`config.mk`:
```
export PLATFORM = sky130hd
export DESIGN_NAME = conversor_bcd_binario
export DESIGN_NICKNAME = d
export VERILOG_FILES = /design/src/rtl/conversor_bcd_binario.sv
export SDC_FILE = /design/constraint.sdc
export NUM_CORES = 1
export LEC_CHECK = 0
export CORE_ASPECT_RATIO = 2
export CORE_MARGIN = 3
export CORE_UTILIZATION = 37
export DETAILED_ROUTE_END_ITERATION = 8
export GPL_TIMING_DRIVEN = 0
export PLACE_DENSITY = 0.63
export RECOVER_POWER = 25
export REMOVE_ABC_BUFFERS = 1
export SYNTH_ARGS = -nofsm -noshare
export SYNTH_HDL_FRONTEND = slang
export SYNTH_SLANG_ARGS = --single-unit
```
`constraint.sdc`:
```
create_clock -name clk -period 1.9 [get_ports clk]
set_input_delay 0.38 -clock clk [delete_from_list [all_inputs] [get_ports clk]]
set_output_delay 0.38 -clock clk [all_outputs]
set_load 0.03 [all_outputs]
```
`src/rtl/conversor_bcd_binario.sv`:
```
// Sequential BCD-to-binary converter (reverse double-dabble): three BCD digits in,
// 8-bit binary out after 10 shift/correct iterations, with start/busy/done handshake.
module conversor_bcd_binario #(
  parameter bit SATURAR = 1'b0
) (
  input  logic       clk,
  input  logic       rst_n,
  input  logic       iniciar,
  input  logic [3:0] C,
  input  logic [3:0] D,
  input  logic [3:0] U,
  output logic [7:0] Saida,
  output logic       ocupado,
  output logic       pronto,
  output logic       erro
);

  typedef enum logic [1:0] {
    OCIOSO,
    DESLOCA,
    FIM
  } estado_t;

  estado_t     estado;
  logic [11:0] bcd;
  logic [9:0]  bin;
  logic [3:0]  cnt;
  logic        inv;

  logic [21:0] deslocado;
  logic [11:0] bcdCorrigido;
  logic        digitoInvalido;

  // Subtracting 3 only from digits >=8 keeps the result in 0..12, so no borrow leaves the nibble.
  function automatic logic [3:0] corrigeDigito(input logic [3:0] d);
    return (d >= 4'd8) ? (d - 4'd3) : d;
  endfunction

  assign deslocado      = {bcd, bin} >> 1;
  assign bcdCorrigido   = {corrigeDigito(deslocado[21:18]),
                           corrigeDigito(deslocado[17:14]),
                           corrigeDigito(deslocado[13:10])};
  assign digitoInvalido = (C > 4'd9) || (D > 4'd9) || (U > 4'd9);

  always_ff @(posedge clk or negedge rst_n) begin
    if (!rst_n) begin
      estado  <= OCIOSO;
      bcd     <= '0;
      bin     <= '0;
      cnt     <= '0;
      inv     <= 1'b0;
      Saida   <= '0;
      ocupado <= 1'b0;
      pronto  <= 1'b0;
      erro    <= 1'b0;
    end else begin
      pronto <= 1'b0;
      case (estado)
        OCIOSO: begin
          if (iniciar) begin
            bcd     <= {C, D, U};
            bin     <= '0;
            cnt     <= '0;
            ocupado <= 1'b1;
            inv     <= digitoInvalido;
            estado  <= digitoInvalido ? FIM : DESLOCA;
          end
        end
        DESLOCA: begin
          bcd <= bcdCorrigido;
          bin <= deslocado[9:0];
          cnt <= cnt + 4'd1;
          if (cnt == 4'd9) estado <= FIM;
        end
        FIM: begin
          if (inv) begin
            erro  <= 1'b1;
            Saida <= 8'h00;
          end else if (bin > 10'd255) begin
            erro  <= 1'b1;
            Saida <= SATURAR ? 8'hFF : 8'h00;
          end else begin
            erro  <= 1'b0;
            Saida <= bin[7:0];
          end
          pronto  <= 1'b1;
          ocupado <= 1'b0;
          estado  <= OCIOSO;
        end
        default: estado <= OCIOSO;
      endcase
    end
  end

endmodule

```
==> run metrics, run 1 <==
Final Power=approximately 3.3 mW; antenna violations before repair=0; asr flop ratio synth=100%; met1 usage=16.6%; Crit path required time=around 2.1 ns; most common cell after layout, fill and taps aside=dfrtp_1; Multi-input gate area=about 780 µm²; Int Pwr=2.08 mW; proportion of power drawn by the clock network=24.7%; CTS root buffer=clkbuf_8; dpl cells=~240; sw frac=around 36%; number of flops mapped to enable cells by yosys=0; slowest stage cell, crit path=dfrtp_1; non-filler cells, final=~240; Die ar.=around 6000 µm²; nets@finish=between 200 and 250; met2 usage=a little over a quarter; Yosys cell types=34; Setup WS pre-CTS=-0.530 ns; fin. max-slew vios=0; kind of start point of the critical path=register; syn_area_per_cell=approximately 11 µm²; share of layout cells above drive strength 1=7.98%; Starting DRT DRC Count=17; gpl congestion=roughly 0.8; Worst IR Drop VDD=between 800 and 900 µV; register area=1000 µm²; Max-Cap Viols=0; top-area cell type share of the netlist area=around 54%; Final min period=1.79 ns; Congestion Overflow GR=0; leading post-synthesis cells by cell area=dfrtp_1 (54%), a22o_1 (9.0%), ha_1 (4.1%); area delta synth->final=23.4%; crit-path max cell delay=roughly 0.6 ns; Detailed Place HPWL=between 2000 and 3000 µm; CTS tree=yes; CTS Buf Count=5; port bufs=25; Starting Density=approximately two fifths; n_diodes=0; vias in the first global route=1471; fraction of power consumed by sequential logic=a little over two fifths; Data arrival, critical path=between 2 and 2.5 ns; routed len/inst=around 17 µm; register area share after synthesis=~54%; run status=finished, final reports clean; largest net degree at the start of global routing=41; setup ws final=between 0.1 and 0.15 ns; sw power=1.18 mW; leak pwr=1.03 nW; Syn Inst Count=between 150 and 200; fill cell count=425; peak fanout along the critical path=16; Ys Warns=0; clk_lat worst skew=about 0.29 ns; Layout Skew=between 0.004 and 0.005 ns; Core Region=4730 µm²; Post-Syn Area=approximately 1800 µm²; PD cells=around 1400 nW/µm²; first-pass GRT wire length=roughly 7000 µm; ys flop type=dfrtp_1; clk sinks=40; highest clock rate=about 0.56 GHz; gr busiest metal=met2; Routed Antenna Nets=0; Die Height=around 110 µm; worst relative slew slack=about a third; Post-route DRC=0; GRT Util Overall=15.0%; worst-margin pin slew=a little over 1 ns; final hold vios=0; synthesis-stage register bit count=40; clk buf depth=2; Final period util=94.5%; num rows=35; Die X=around 56 µm; Vias/cell=around 5.5; total number of vias=about 1300; Yosys top cell by area=dfrtp_1; Setup Crit Path Kind=register to register; RSZ-0062 raised after global routing=no; most frequent cells in the layout=dfrtp_1 (39), clkdlybuf4s50_1 (23), a22o_1 (19), o21ai_0 (13), nand2_1 (11); Final Setup Violations=0; Comb pwr share=between 30% and 40%; Critical Path End Type=register; Worst Hold Class=input pin to asynchronous set/reset pin; met3 track utilization from global routing=2.21%; clock slew at reported path FFs=about 0.08 ns; Detailed Routing Iterations Pass 1=4; Routed WL=between 4000 and 5000 µm; delay-heaviest family, CP=simple AND/OR/NAND/NOR gates; htree depth=2; CP bufs+invs=1; critical-path cell list=nand2b_1, nor4_4, buf_4, a22o_1; I/O pin count=26
==> cell usage after synthesis, drive strengths merged, types with 3 or more instances <==
library cell	count
nand2b	3
mux2i	4
a22o	19
o21ai	16
nand2	11
a21oi	9
inv	10
buf	7
nor2b	8
ha	6
a22oi	3
dfrtp	40
nand4	3
==> cell families (layout without fill, tap and decap cells) <==
group                      Yosys count  count (layout)  synth area share (%)
muxes                                5               5                  2.78
DFF                                 40              40                  54.3
buffers and inverters               18              43                  4.35
and+or+nand+nor                     32              32                  11.0
adders and majority gates            6               6                  4.07
xor gates and xnor gates             4               4                  1.90
AOI/OAI and AO/OA                   58              58                  21.6
==> registers in the layout, indices dropped and copies added, names as in the netlist, 2 cells and up <==
register  cells
cnt           4
bcd          12
bin          10
Saida         8
estado        2
==> power groups by stage <==
stage	clock [mW]	sequential (mW)	combinational, mW
after floorplan	0	1.37	0.676
after global placement	0	1.37	0.994
after detailed placement	0	1.39	1.05
after CTS	0.822	1.39	1.07
after global routing	0.860	1.44	1.17
final	0.805	1.39	1.07
==> stage by stage <==
step | hold WS (ns) | util, % | cell area, µm² | setup TNS [ns]
6_report | 0.251 | 48.1 | 2270 | 0
5_1_grt | 0.335 | 48.1 | 2270 | 0
4_1_cts | 0.239 | 47.9 | 2260 | 0
3_5_place_dp | 0.468 | 44.8 | 2120 | -10.13
3_3_place_gp | 0.459 | 44.8 | 2120 | -36.06
2_1_floorplan | 0.0844 | - | 1800 | 0
==> worst paths after layout <==
check                                      startpoint                    end  slack [ns]  cells past startpoint
max in group asynchronous                       rst_n  estado[1]$_DFFE_PN0P_        0.96                      1
min in group clk                   cnt[3]$_DFFE_PN0P_     cnt[3]$_DFFE_PN0P_        0.48                      1
worst max register to register  estado[0]$_DFFE_PN0P_   Saida[1]$_DFFE_PN0P_        0.11                      4
worst min-delay path                            rst_n     bin[9]$_DFFE_PN0P_        0.25                      1
worst max-delay path            estado[0]$_DFFE_PN0P_   Saida[1]$_DFFE_PN0P_        0.11                      4
worst min register to register     cnt[3]$_DFFE_PN0P_     cnt[3]$_DFFE_PN0P_        0.48                      1
==> worst register-to-register path, cell delays in order, from the launching register on <==
cell and delay, ns:
dfrtp_1 0.59, nand2b_1 0.49, nor4_4 0.30, buf_4 0.21, a22o_1 0.15
==> layout make-up <==
cell class / instances / share of cell area [%]
clock buffers: 5 / 3.03
inverters: 10 / 1.65
flip-flops and latches: 40 / 44.1
clock inverters: 2 / 2.64
multi-input cells: 105 / 34.3
well taps: 55 / 3.03
repair buffers: 26 / 11.2
==> routing by layer <==
layer / share of wire, % / vias to the layer above
met5: 0 / -
met4: 3.5 / 0
met3: 3.4 / 13
met2: 55 / 33
met1: 39 / 664
li1: - / 636
==> timing repair <==
action,in CTS,in global routing
buffers inserted,0,1
pin swaps,0,1
resized for setup,4,1
hold buffers,0,0
endpoints found under the setup margin,36,10
Note: power is estimated with default switching activity, not from simulation.
==> run 2, diff against run 1 <==
CELL_PAD_IN_SITES_DETAIL_PLACEMENT = 1   (was not set)
CELL_PAD_IN_SITES_GLOBAL_PLACEMENT = 1   (was not set)
PLACE_DENSITY = 0.75   (was 0.63)
==> run metrics, run 2 (synthesized netlist as in run 1, its figures left out) <==
run status=finished, final reports clean; port bufs=25; vias in the first global route=between 1500 and 2000; critical-path cell list=clkdlybuf4s50_1, o21bai_4, a21oi_1, o22a_1; largest net degree at the start of global routing=around 40; r2r startpoint=estado[0]$_DFFE_PN0P_; r2r setup slk=about 0.18 ns; Comb pwr share=roughly 36%; share of layout cells above drive strength 1=between 10% and 20%; first-pass GRT wire length=around 7500 µm; Crit path required time=approximately 2.1 ns; peak fanout along the critical path=22; Worst IR Drop VDD=around 610 µV; Detailed Place HPWL=about 3300 µm; Critical Path End Type=register; Setup Crit Path Kind=input pin to register; Die ar.=between 5000 and 6000 µm²; kind of start point of the critical path=input pin; Data arrival, critical path=1.96 ns; worst relative slew slack=roughly 33%; crit-path max cell delay=~0.69 ns; clk sinks=40; RSZ-0062 raised after global routing=no; nets@finish=210; biggest regs=bcd (12), bin (10), Saida (8); PD cells=1370 nW/µm²; Congestion Overflow GR=0; CTS tree=yes; GRT Util Overall=approximately 17%; CTS Buf Count=5; clk_lat worst skew=0.30 ns; sw power=1.24 mW; most common cell after layout, fill and taps aside=dfrtp_1; R2R cell count=4; clock slew at reported path FFs=about 0.080 ns; Final Power=approximately 3.1 mW; final hold vios=0; slowest stage cell, crit path=clkdlybuf4s50_1; fill cell count=525; highest clock rate=0.566 GHz; total number of vias=between 1000 and 1500; fin. max-slew vios=0; Detailed Routing Iterations Pass 1=4; leak pwr=approximately 1 nW; worst-margin pin slew=0.998 ns; num rows=35; htree depth=2; sw frac=40.4%; Starting DRT DRC Count=28; most frequent cells in the layout=dfrtp_1 (39), clkdlybuf4s50_1 (24), a22o_1 (19), o21ai_0 (13), nand2_1 (11); CP startpoint=iniciar; Final Setup Violations=0; Die Height=106 µm; Core Region=between 4000 and 5000 µm²; CTS root buffer=clkbuf_8; clk buf depth=2; CTS Hold Bufs=0; max reg flops=12; Final min period=1.77 ns; r2r endpoint=Saida[5]$_DFFE_PN0P_; routed len/inst=around 19 µm; n_diodes=0; Int Pwr=1.83 mW; Max-Cap Viols=0; gpl congestion=0.748; Routed Antenna Nets=0; I/O pin count=26; Worst Hold Class=input pin to asynchronous set/reset pin; non-filler cells, final=around 250; area delta synth->final=21.7%; fraction of power consumed by sequential logic=between 40% and 50%; proportion of power drawn by the clock network=a little under a fifth; Post-route DRC=0; Die X=roughly 56 µm; Vias/cell=5.72; Starting Density=39.0%; antenna violations before repair=0; Final period util=92.9%; largest reg by FF count=bcd; dpl cells=~240; Routed WL=~4600 µm; worst setup path end=bcd[7]$_DFFE_PN0P_; Layout Skew=between 0.01 and 0.015 ns
## run 2: cell count changes in the layout (fill, tap and decap cells not counted)
cell / change
clkinv_2: +2
dlymetal6s2s_1: -1
nand2b_1: -1
nand2b_2: +1
bufinv_16: -2
nor2b_2: +2
clkdlybuf4s50_1: +1
clkinv_4: +1
nor2b_1: -1
## run 2: power groups by stage
stage	Sequential, mW	Clock [mW]	Combinational [mW]
floorplan	1.37	0	0.676
global placement	1.37	0	0.996
detailed placement	1.40	0	1.07
CTS	1.40	0.583	1.10
global route	1.44	0.613	1.22
finish	1.41	0.560	1.10
## run 2: timing repair
item | in CTS | in global routing
gates cloned | 0 | 1
gates resized for setup | 4 | 2
setup endpoints to repair | 34 | 11
pin swaps | 1 | 0
buffers inserted | 1 | 0
## run 2: how the worst min path moves through the flow
stage / to / slack, ns / cells after the start
after floorplan: Saida[0]$_DFFE_PN0P_ / 0.08 / 0
after global placement: cnt[3]$_DFFE_PN0P_ / 0.46 / 1
after detailed placement: cnt[3]$_DFFE_PN0P_ / 0.48 / 1
after CTS: pronto$_DFF_PN0_ / 0.23 / 1
after global routing: bin[9]$_DFFE_PN0P_ / 0.33 / 1
final: Saida[7]$_DFFE_PN0P_ / 0.25 / 1
## run 2: critical path: cells and delay by family
family                 cells  cell delay (ns)
AOI/OAI and AO/OA          3             0.88
buffers and inverters      1             0.69
## run 2: layer usage
| metal | vias to the layer above | track usage, % | wire, µm |
|---|---|---|---|
| met5 | - | 0 | 0 |
| met4 | 0 | 9.68 | 143 |
| met3 | 11 | 2.82 | 152 |
| met2 | 34 | 30.9 | 2680 |
| met1 | 718 | 16.4 | 1630 |
| li1 | 638 | - | - |
## run 2: final cells by class
| class | instances | area [µm²] | share of cell area (%) |
|---|---|---|---|
| clock buffers | 5 | 68.8 | 3.07 |
| well taps | 55 | 68.8 | 3.07 |
| clock inverters | 3 | 18.8 | 0.837 |
| repair buffers | 26 | 253 | 11.3 |
| inverters | 10 | 37.5 | 1.67 |
| flip-flops and latches | 40 | 1000 | 44.7 |
| multi-input cells | 106 | 795 | 35.4 |
## run 2: through the flow
stage | util (%) | setup WS [ns] | hold slack, ns | area (µm²) | TNS, ns
after global placement | 44.8 | -0.918 | 0.461 | 2120 | -35.58
after CTS | 47.1 | 0.0349 | 0.234 | 2230 | 0
after floorplan | - | 0.0629 | 0.0844 | 1800 | 0
final | 47.4 | 0.134 | 0.245 | 2240 | 0
after detailed placement | 44.8 | -0.589 | 0.475 | 2120 | -11.05
after global routing | 47.4 | 0.0189 | 0.328 | 2240 | 0
==> run 3, diff against run 2 <==
CTS_CLUSTER_DIAMETER = 120   (was not set)
==> results of run 3 <==
Final layout, timing and power as in run 2 (identical DEF).
==> edit (config.mk and constraints of run 3) <==
Re-encode `estado_t` (3 values) as one-hot, 3 bits wide.
--- a/src/rtl/conversor_bcd_binario.sv
+++ b/src/rtl/conversor_bcd_binario.sv
@@ -15,10 +15,10 @@
   output logic       erro
 );
 
-  typedef enum logic [1:0] {
-    OCIOSO,
-    DESLOCA,
-    FIM
+  typedef enum logic [2:0] {
+    OCIOSO  = 3'b001,
+    DESLOCA = 3'b010,
+    FIM     = 3'b100
   } estado_t;
 
   estado_t     estado;
Function: same outputs for any inputs over 10 cycles, from zero or initial values and one cycle with rst_n low; not proved beyond that.
==> edit against run 3 <==
  * Sequential cell count grew 1
  * Non-clock buffer count is the same
  * Cell area grew 1.8%
  * Sequential power shrank 9.9%
  * Sequential share of layout area grew 0.29 points
  * First-iteration DRC count shrank 61%
  * Total power shrank 16%
  * Die area grew 2.6%
  * Global-route usage shrank 1.5 points
  * Final cell count shrank 0.82%
  * Setup slack gained 0.032 ns
  * Wire length shrank 11%
  * Clock skew shrank 0.0076 ns
  * Synthesized area grew 2.9%
==> edit: results (changes against run 3) <==
Logic synthesis
  • Cells after synthesis: 161 (-1.2%)
  • Synth cell count leaders: 40 x dfrtp_1, 19 x a22o_1, 14 x nand2_1
  • Post-synthesis compound-gate area fraction: 16.6% (-5.0 points)
  • Synth cell types: 38 (+12%)
  • Synth Area in XOR/XNOR: 2.31% (+0.41 points)
  • Post-Synth Adder-Cell Area: 3.96% (-0.11 points)
  • Post-synthesis mux area share: 4.22% (+1.4 points)
  • Synth top area cells: dfrtp_1 53%, a22o_1 8.8%, mux2i_1 4.2%

Critical path
  • Worst r2r src: estado[1]$_DFFE_PN0P_
  • CP startpoint kind: register
  • Max incr delay on CP: 0.58 ns (-0.11 ns)
  • Crit path max-delay family: simple AND/OR/NAND/NOR gates
  • CP Data Arrival Time: 1.91 ns (-0.05 ns)

Cells and area
  • Share of cells above drive strength 1: 9.68% (-0.32 points)
  • Filler cells: 533 (+1.5%)
  • Final nets: 206 (-1.9%)

Detailed routing
  • WL met3: 136 µm (-11%)
  • DRT Wirelength: 4080 µm (-11%)
  • Iteration-0 DRC count of the detailed router: 11 (-61%)
  • Met2 wire len: 2260 µm (-16%)
  • Vias: 1,360 (-2.9%)

Global routing
  • GRT met3 Usage: 3.01% (+0.19 points)
  • GR Layer Usage met1: 16.9% (+0.48 points)
  • Pin count of the biggest net entering global routing: 42 (+2.4%)
  • Met2 usage: 26.4% (-4.5 points)

Timing
  • Slew HR: 32.0% (-1.5 points)
  • Hold Worst Slack: 0.252 ns (+0.00724 ns)

Place
  • Routability cong.: 0.755 (+0.92%)
  • DP Wirelength: 3030 µm (-6.9%)
  • Pre-CTS setup slack: -0.469 ns (+0.120 ns)
  • DP Area: 2180 µm² (+2.8%)

Run status
  • Status: completed

Pwr
  • VDD IR max: 0.000546 V (-11%)
[edit: cell count changes in the layout (fill, tap and decap cells not counted), moves of 3 or more]
cell	run 3	this run
mux2i_1	4	8
a21oi_1	9	5
nand2_1	11	14
inv_1	10	7
nor2_1	1	4
o21ai_0	13	4
a22oi_1	3	0
nor2b_1	6	2
nand3_1	0	5
[edit: final cells by class]
type / instances / area share (%)
flip-flops and latches: 41 / 45.0
clock inverters: 2 / 0.438
repair buffers: 26 / 11.4
clock buffers: 6 / 3.18
inverters: 8 / 1.42
well taps: 57 / 3.12
multi-input cells: 103 / 35.5
[edit: stage by stage]
stage	util (%)	TNS (ns)
global route	46.5	-0.0130
finish	46.5	0
CTS	46.3	0
floorplan	-	-13.70
global placement	44.0	-54.36
detailed placement	44.3	-7.45
[edit: power breakdown]
part	switching, mW	internal, mW	total (mW)
logic	0.396	0.348	0.744
registers	0.207	1.07	1.27
clock network	0.292	0.255	0.546
total	0.894	1.67	2.56
